`src/rtl/glb_block_source.sv`:
```
// glb_block_source: streams length-prefixed blocks from a read buffer through a 2-entry output FIFO.
module glb_block_source #(
  parameter int ADDR_WIDTH = 9,
  parameter int TX_NUM = 1
) (
  input  logic                  clk,
  input  logic                  rst_n,
  input  logic                  flush,
  input  logic                  start,
  output logic [ADDR_WIDTH-1:0] mem_addr,
  output logic                  mem_ren,
  input  logic [16:0]           mem_rdata,
  output logic [16:0]           data,
  output logic                  valid,
  input  logic                  ready,
  output logic                  done
);
  localparam int BW = TX_NUM > 1 ? $clog2(TX_NUM) : 1;
  typedef enum logic [1:0] {IDLE, HDR, DATA, DONE} state_t;
  state_t state, state_n;
  logic [ADDR_WIDTH-1:0] addr, addr_n;
  logic [BW-1:0] blk, blk_n;
  logic [15:0] rem, rem_n;
  logic hdr_pend, hdr_pend_n, inflight, issue;
  logic [16:0] fifo [2];
  logic wp, rp;
  logic [1:0] count;
  logic [2:0] occ;
  logic pop, room, last_blk;
  // occupancy after this cycle's pop and pending return; keeps one word per cycle with ready high
  assign occ = 3'(count) + 3'(inflight) - 3'(pop);
  assign room = occ < 3'd2;
  assign pop = valid & ready;
  assign last_blk = blk == BW'(TX_NUM - 1);
  assign valid = count != 2'd0;
  assign data = valid ? fifo[rp] : '0;
  assign done = state == DONE && !valid && !inflight;
  assign mem_addr = addr;
  assign mem_ren = issue & ~flush;
  always_comb begin
    state_n = state;
    addr_n = addr;
    blk_n = blk;
    rem_n = rem;
    hdr_pend_n = hdr_pend;
    issue = 1'b0;
    case (state)
      IDLE, DONE: if (start) begin
        state_n = HDR;
        addr_n = '0;
        blk_n = '0;
      end
      HDR: begin
        issue = !hdr_pend && room;
        if (hdr_pend) begin
          hdr_pend_n = 1'b0;
          rem_n = mem_rdata[15:0];
          state_n = mem_rdata[15:0] != 16'd0 ? DATA : last_blk ? DONE : HDR;
          blk_n = mem_rdata[15:0] != 16'd0 ? blk : blk + 1'b1;
        end else if (room) hdr_pend_n = 1'b1;
      end
      DATA: begin
        issue = room;
        if (room) begin
          rem_n = rem - 1'b1;
          if (rem == 16'd1) begin
            blk_n = blk + 1'b1;
            state_n = last_blk ? DONE : HDR;
          end
        end
      end
      default: state_n = IDLE;
    endcase
    if (issue) addr_n = addr + 1'b1;
  end
  always_ff @(posedge clk or negedge rst_n) begin
    if (!rst_n) begin
      state <= IDLE;
      addr <= '0;
      blk <= '0;
      rem <= '0;
      hdr_pend <= 1'b0;
      inflight <= 1'b0;
      fifo[0] <= '0;
      fifo[1] <= '0;
      wp <= 1'b0;
      rp <= 1'b0;
      count <= '0;
    end else if (flush) begin
      state <= IDLE;
      addr <= '0;
      blk <= '0;
      rem <= '0;
      hdr_pend <= 1'b0;
      inflight <= 1'b0;
      fifo[0] <= '0;
      fifo[1] <= '0;
      wp <= 1'b0;
      rp <= 1'b0;
      count <= '0;
    end else begin
      state <= state_n;
      addr <= addr_n;
      blk <= blk_n;
      rem <= rem_n;
      hdr_pend <= hdr_pend_n;
      inflight <= mem_ren;
      if (inflight) fifo[wp] <= mem_rdata & 17'h0FFFF;
      if (inflight) wp <= ~wp;
      if (pop) rp <= ~rp;
      count <= count + {1'b0, inflight} - {1'b0, pop};
    end
  end
endmodule
```
`config.mk`:
```
export PLATFORM = sky130hd
export DESIGN_NAME = glb_block_source
export DESIGN_NICKNAME = d
export VERILOG_FILES = /design/src/rtl/glb_block_source.sv
export SDC_FILE = /design/constraint.sdc
export NUM_CORES = 1
export LEC_CHECK = 0
export BUFFER_PORTS_ARGS = -buffer_cell sky130_fd_sc_hd__buf_2
export CAP_MARGIN = 20
export CORE_AREA = 2 2 107 109
export DETAILED_ROUTE_END_ITERATION = 16
export DIE_AREA = 0 0 109 111
export PLACE_DENSITY = 0.63
export SYNTH_ARGS = -nofsm -noshare
export SYNTH_HDL_FRONTEND = slang
export SYNTH_SLANG_ARGS = --single-unit
```
`constraint.sdc`:
```
create_clock -name clk -period 3.5 [get_ports clk]
set_input_delay 0.35 -clock clk [delete_from_list [all_inputs] [get_ports clk]]
set_output_delay 0.35 -clock clk [all_outputs]
set_load 0.05 [all_outputs]
```
==> summary.md <==
| Metric | Value |
|---|---|
| Status | `finished clean` |
| CTS Sinks | `66` |
| Max-slew headroom | `0.3361` |
| DRC errors left | `0` |
| Routed WL | `9664 um` |
| Port Buffer Count | `48` |
| Worst Hold Depth | `3` |
| Initial Util | `0.3362` |
| Die span in x | `109 um` |
| Post-synth cell types | `62` |
| P_leak | `1.992 nW` |
| Initial antenna violation count | `0` |
| CP startpoint kind | `flip-flop` |
| Largest net degree at the start of global routing | `59` |
| Hold path endpoint | `fifo[9]` |
| Clock Latency Late Sink | `0.33 ns` |
| FF-to-FF path depth | `13` |
| Setup TNS | `0 ns` |
| CTS tree | `yes` |
| Syn_nets | `468` |
| Vias/cell | `5.274` |
| Synth warnings | `0` |
| Min Clock Period, post-route | `3.263 ns` |
| CP Max Fanout | `9` |
| Antenna fix cells | `0` |
| Hold Vio Cnt, Final | `0` |
| Via Count | `3312` |
| Inserted Clock Buffers | `9` |
| # setup viols final | `0` |
| Most used DFF post-synth | `dfrtp_1` |
| Top Family by Delay on Critical Path | `adder cells` |
| Fin. max-slew vios | `0` |
| Period Utilization, post-route | `0.9323` |
| Hold Crit Class | `in2reg` |
| Leading cell type in the layout, fill and taps excluded | `nand2_1` |
| Clock Skew | `0.008134 ns` |
| Placeable Area | `0.01108 mm2` |
| Routability-driven placement congestion ratio | `0.8207` |
| Reg clk slew, reported paths | `0.06 ns` |
| Setup slack, reg-to-reg | `0.40 ns` |
| Nets@finish | `511` |
| Std-Cell Rows | `39` |
| Die area | `0.01210 mm2` |
| RR Endpoint | `rem[5]` |
| Max VDD drop | `0.2725 mV` |
| PwrDens | `715.0 mW/mm2` |
| Crit-path max cell delay | `0.65 ns` |
| 1st-pass router iterations | `4` |
| Die height | `111 um` |
| Routed Antenna Nets | `0` |
| CP endpoint kind | `output pin` |
| Syn avg cell area | `8.521 um2` |
| Min-Delay Startpoint | `mem_rdata[9]` |
| FMAX | `0.3065 GHz` |
| Critical R2R Launch | `count[1]` |
| Buf/Inv on CP | `4` |
| Number of synthesized register bits | `66` |
| Root Buffer | `clkbuf_16` |
| HPWL Detailed | `6528 um` |
| H-tree levels | `3` |
| Most frequent cells in the layout | `nand2_1, dfrtp_1, a21oi_1` |
| Vias in the first global route | `3274` |
| CP cell instances | `nor2_1 > nor2b_1 > ha_1 > inv_1 > ha_1 > inv_1 > fa_2 > o2111ai_4 > clkinvlp_4 > buf_2` |
| DRT iter0 DRCs | `207` |
| Ports | `51` |
| Mapped cell area | `0.003724 mm2` |
| Critical-path top delay cell | `fa_2` |
| Share of layout cells above drive strength 1 | `0.1814` |
| Critical path required time | `3.15 ns` |
| CP Class | `reg2out` |
| Ys async rst share | `1.000` |
| Slew @ Worst Pin | `0.9959 ns` |
| Post-synth EDFFs | `0` |
| Sequential fraction of the synthesis area | `0.4435` |
| GR Util All Layers | `0.1719` |
| GRT Residual Overflow | `0` |
| Unrepaired setup endpoints after global routing | `no` |
| WP data arrival | `2.91 ns` |
| Pre-CTS setup slack | `0.3775 ns` |
| First-pass GRT wire length | `16360 um` |
| Setup WS post-layout | `0.2370 ns` |
| Max Cap Viol | `0` |
| Area Growth Syn to Fin | `20.33%` |
| Mapped Cells | `437` |
| Routed len/inst | `15.39 um` |
| Clock buffer depth | `2` |
## registers in the layout, indices dropped and copies added, names as in the netlist
| signal | count |
|---|---|
| rem | 16 |
| fifo | 32 |
| wp | 1 |
| hdr_pend | 1 |
| count | 2 |
| rp | 1 |
| state | 2 |
| blk | 1 |
| inflight | 1 |
| mem_addr | 9 |
## power by group
group / leakage, nW / total (mW) / switching [mW] / internal (mW)
Sequential: 0.916 / 0.992 / 0.136 / 0.856
Combinational: 0.903 / 1.15 / 0.709 / 0.442
Clock: 0.173 / 1.06 / 0.343 / 0.717
Total: 1.99 / 3.20 / 1.19 / 2.02
## final cells by class
| cell class | count | area [um2] |
|---|---|---|
| clock buffer | 10 | 239.0 |
| clock inverter | 6 | 112.6 |
| fill | 1094 | 6596 |
| inverter | 12 | 48.80 |
| multi-input combinational | 332 | 1921 |
| sequential | 66 | 1652 |
| tap | 143 | 178.9 |
| timing repair buffer | 59 | 329.1 |
## worst min-delay path, cell delays in order
cell     delay, ns
buf_2         0.13
nand2_1       0.05
a21oi_1       0.05
## worst max-delay path by stage
stage	startpoint	endpoint	slack [ns]	cells past startpoint
final	count[1]	mem_ren	0.24	10
after global routing	count[1]	mem_ren	0.07	10
after detailed placement	count[1]	mem_ren	0.38	10
after global placement	count[1]	mem_ren	0.48	10
after floorplan	count[1]	mem_addr[1]	0.37	11
after CTS	count[1]	mem_ren	0.08	10
## kinds of logic (layout without fill, tap and decap cells)
family | after synthesis | count (layout) | share of synthesized area
xor gates and xnor gates | 2 | 2 | 0.004705
AOI/OAI and AO/OA | 115 | 115 | 0.1922
and+or+nand+nor | 188 | 188 | 0.2349
muxes | 17 | 17 | 0.04704
other | 1 | 1 | 0.001007
adders and majority gates | 9 | 9 | 0.03226
buffers and inverters | 39 | 87 | 0.04436
DFF | 66 | 66 | 0.4435
## what timing repair did
| item | in CTS | in global routing |
|---|---|---|
| setup buffers | 0 | 3 |
| gates resized for setup | 1 | 2 |
| setup endpoints to repair | 1 | 1 |
| hold endpoints to repair | 18 | 0 |
| hold buffers | 1 | 0 |
## cells in the mapped netlist (all sizes together), types with 5 or more instances
cell type  number  area (um2)
nor3           10       55.05
and3            5       31.28
buf             8       48.79
o21ai          24       120.1
nor2           49       183.9
ha              8       100.1
nor2b           7       43.79
inv            10       37.54
clkbuf         19       71.32
mux2i          16       160.2
nand2          82       307.8
nand4           7       43.79
nor4            6       52.55
dfrtp          66        1652
a21oi          53       265.3
## stage by stage
| stage | hold slack [ns] | utilization | instances | instance area (um2) | power, mW |
|---|---|---|---|---|---|
| after global placement | 0.3166 | 0.3672 | 607 | 4068 | 2.094 |
| final | 0.2937 | 0.4045 | 628 | 4481 | 3.204 |
| after detailed placement | 0.3253 | 0.3682 | 608 | 4079 | 2.119 |
| after global routing | 0.2861 | 0.4045 | 628 | 4481 | 3.414 |
| after CTS | 0.2835 | 0.4011 | 625 | 4443 | 3.198 |
| after floorplan | 0.05441 | - | 437 | 3724 | 1.825 |
## metal layers
metal	GRT usage	share of wire	wire length (um)
met1	0.2220	0.44	4211
met2	0.2849	0.50	4876
met3	0.03175	0.047	452
met4	0.06068	0.013	123
met5	0	0	0
Power figures use the tool's default switching activity.
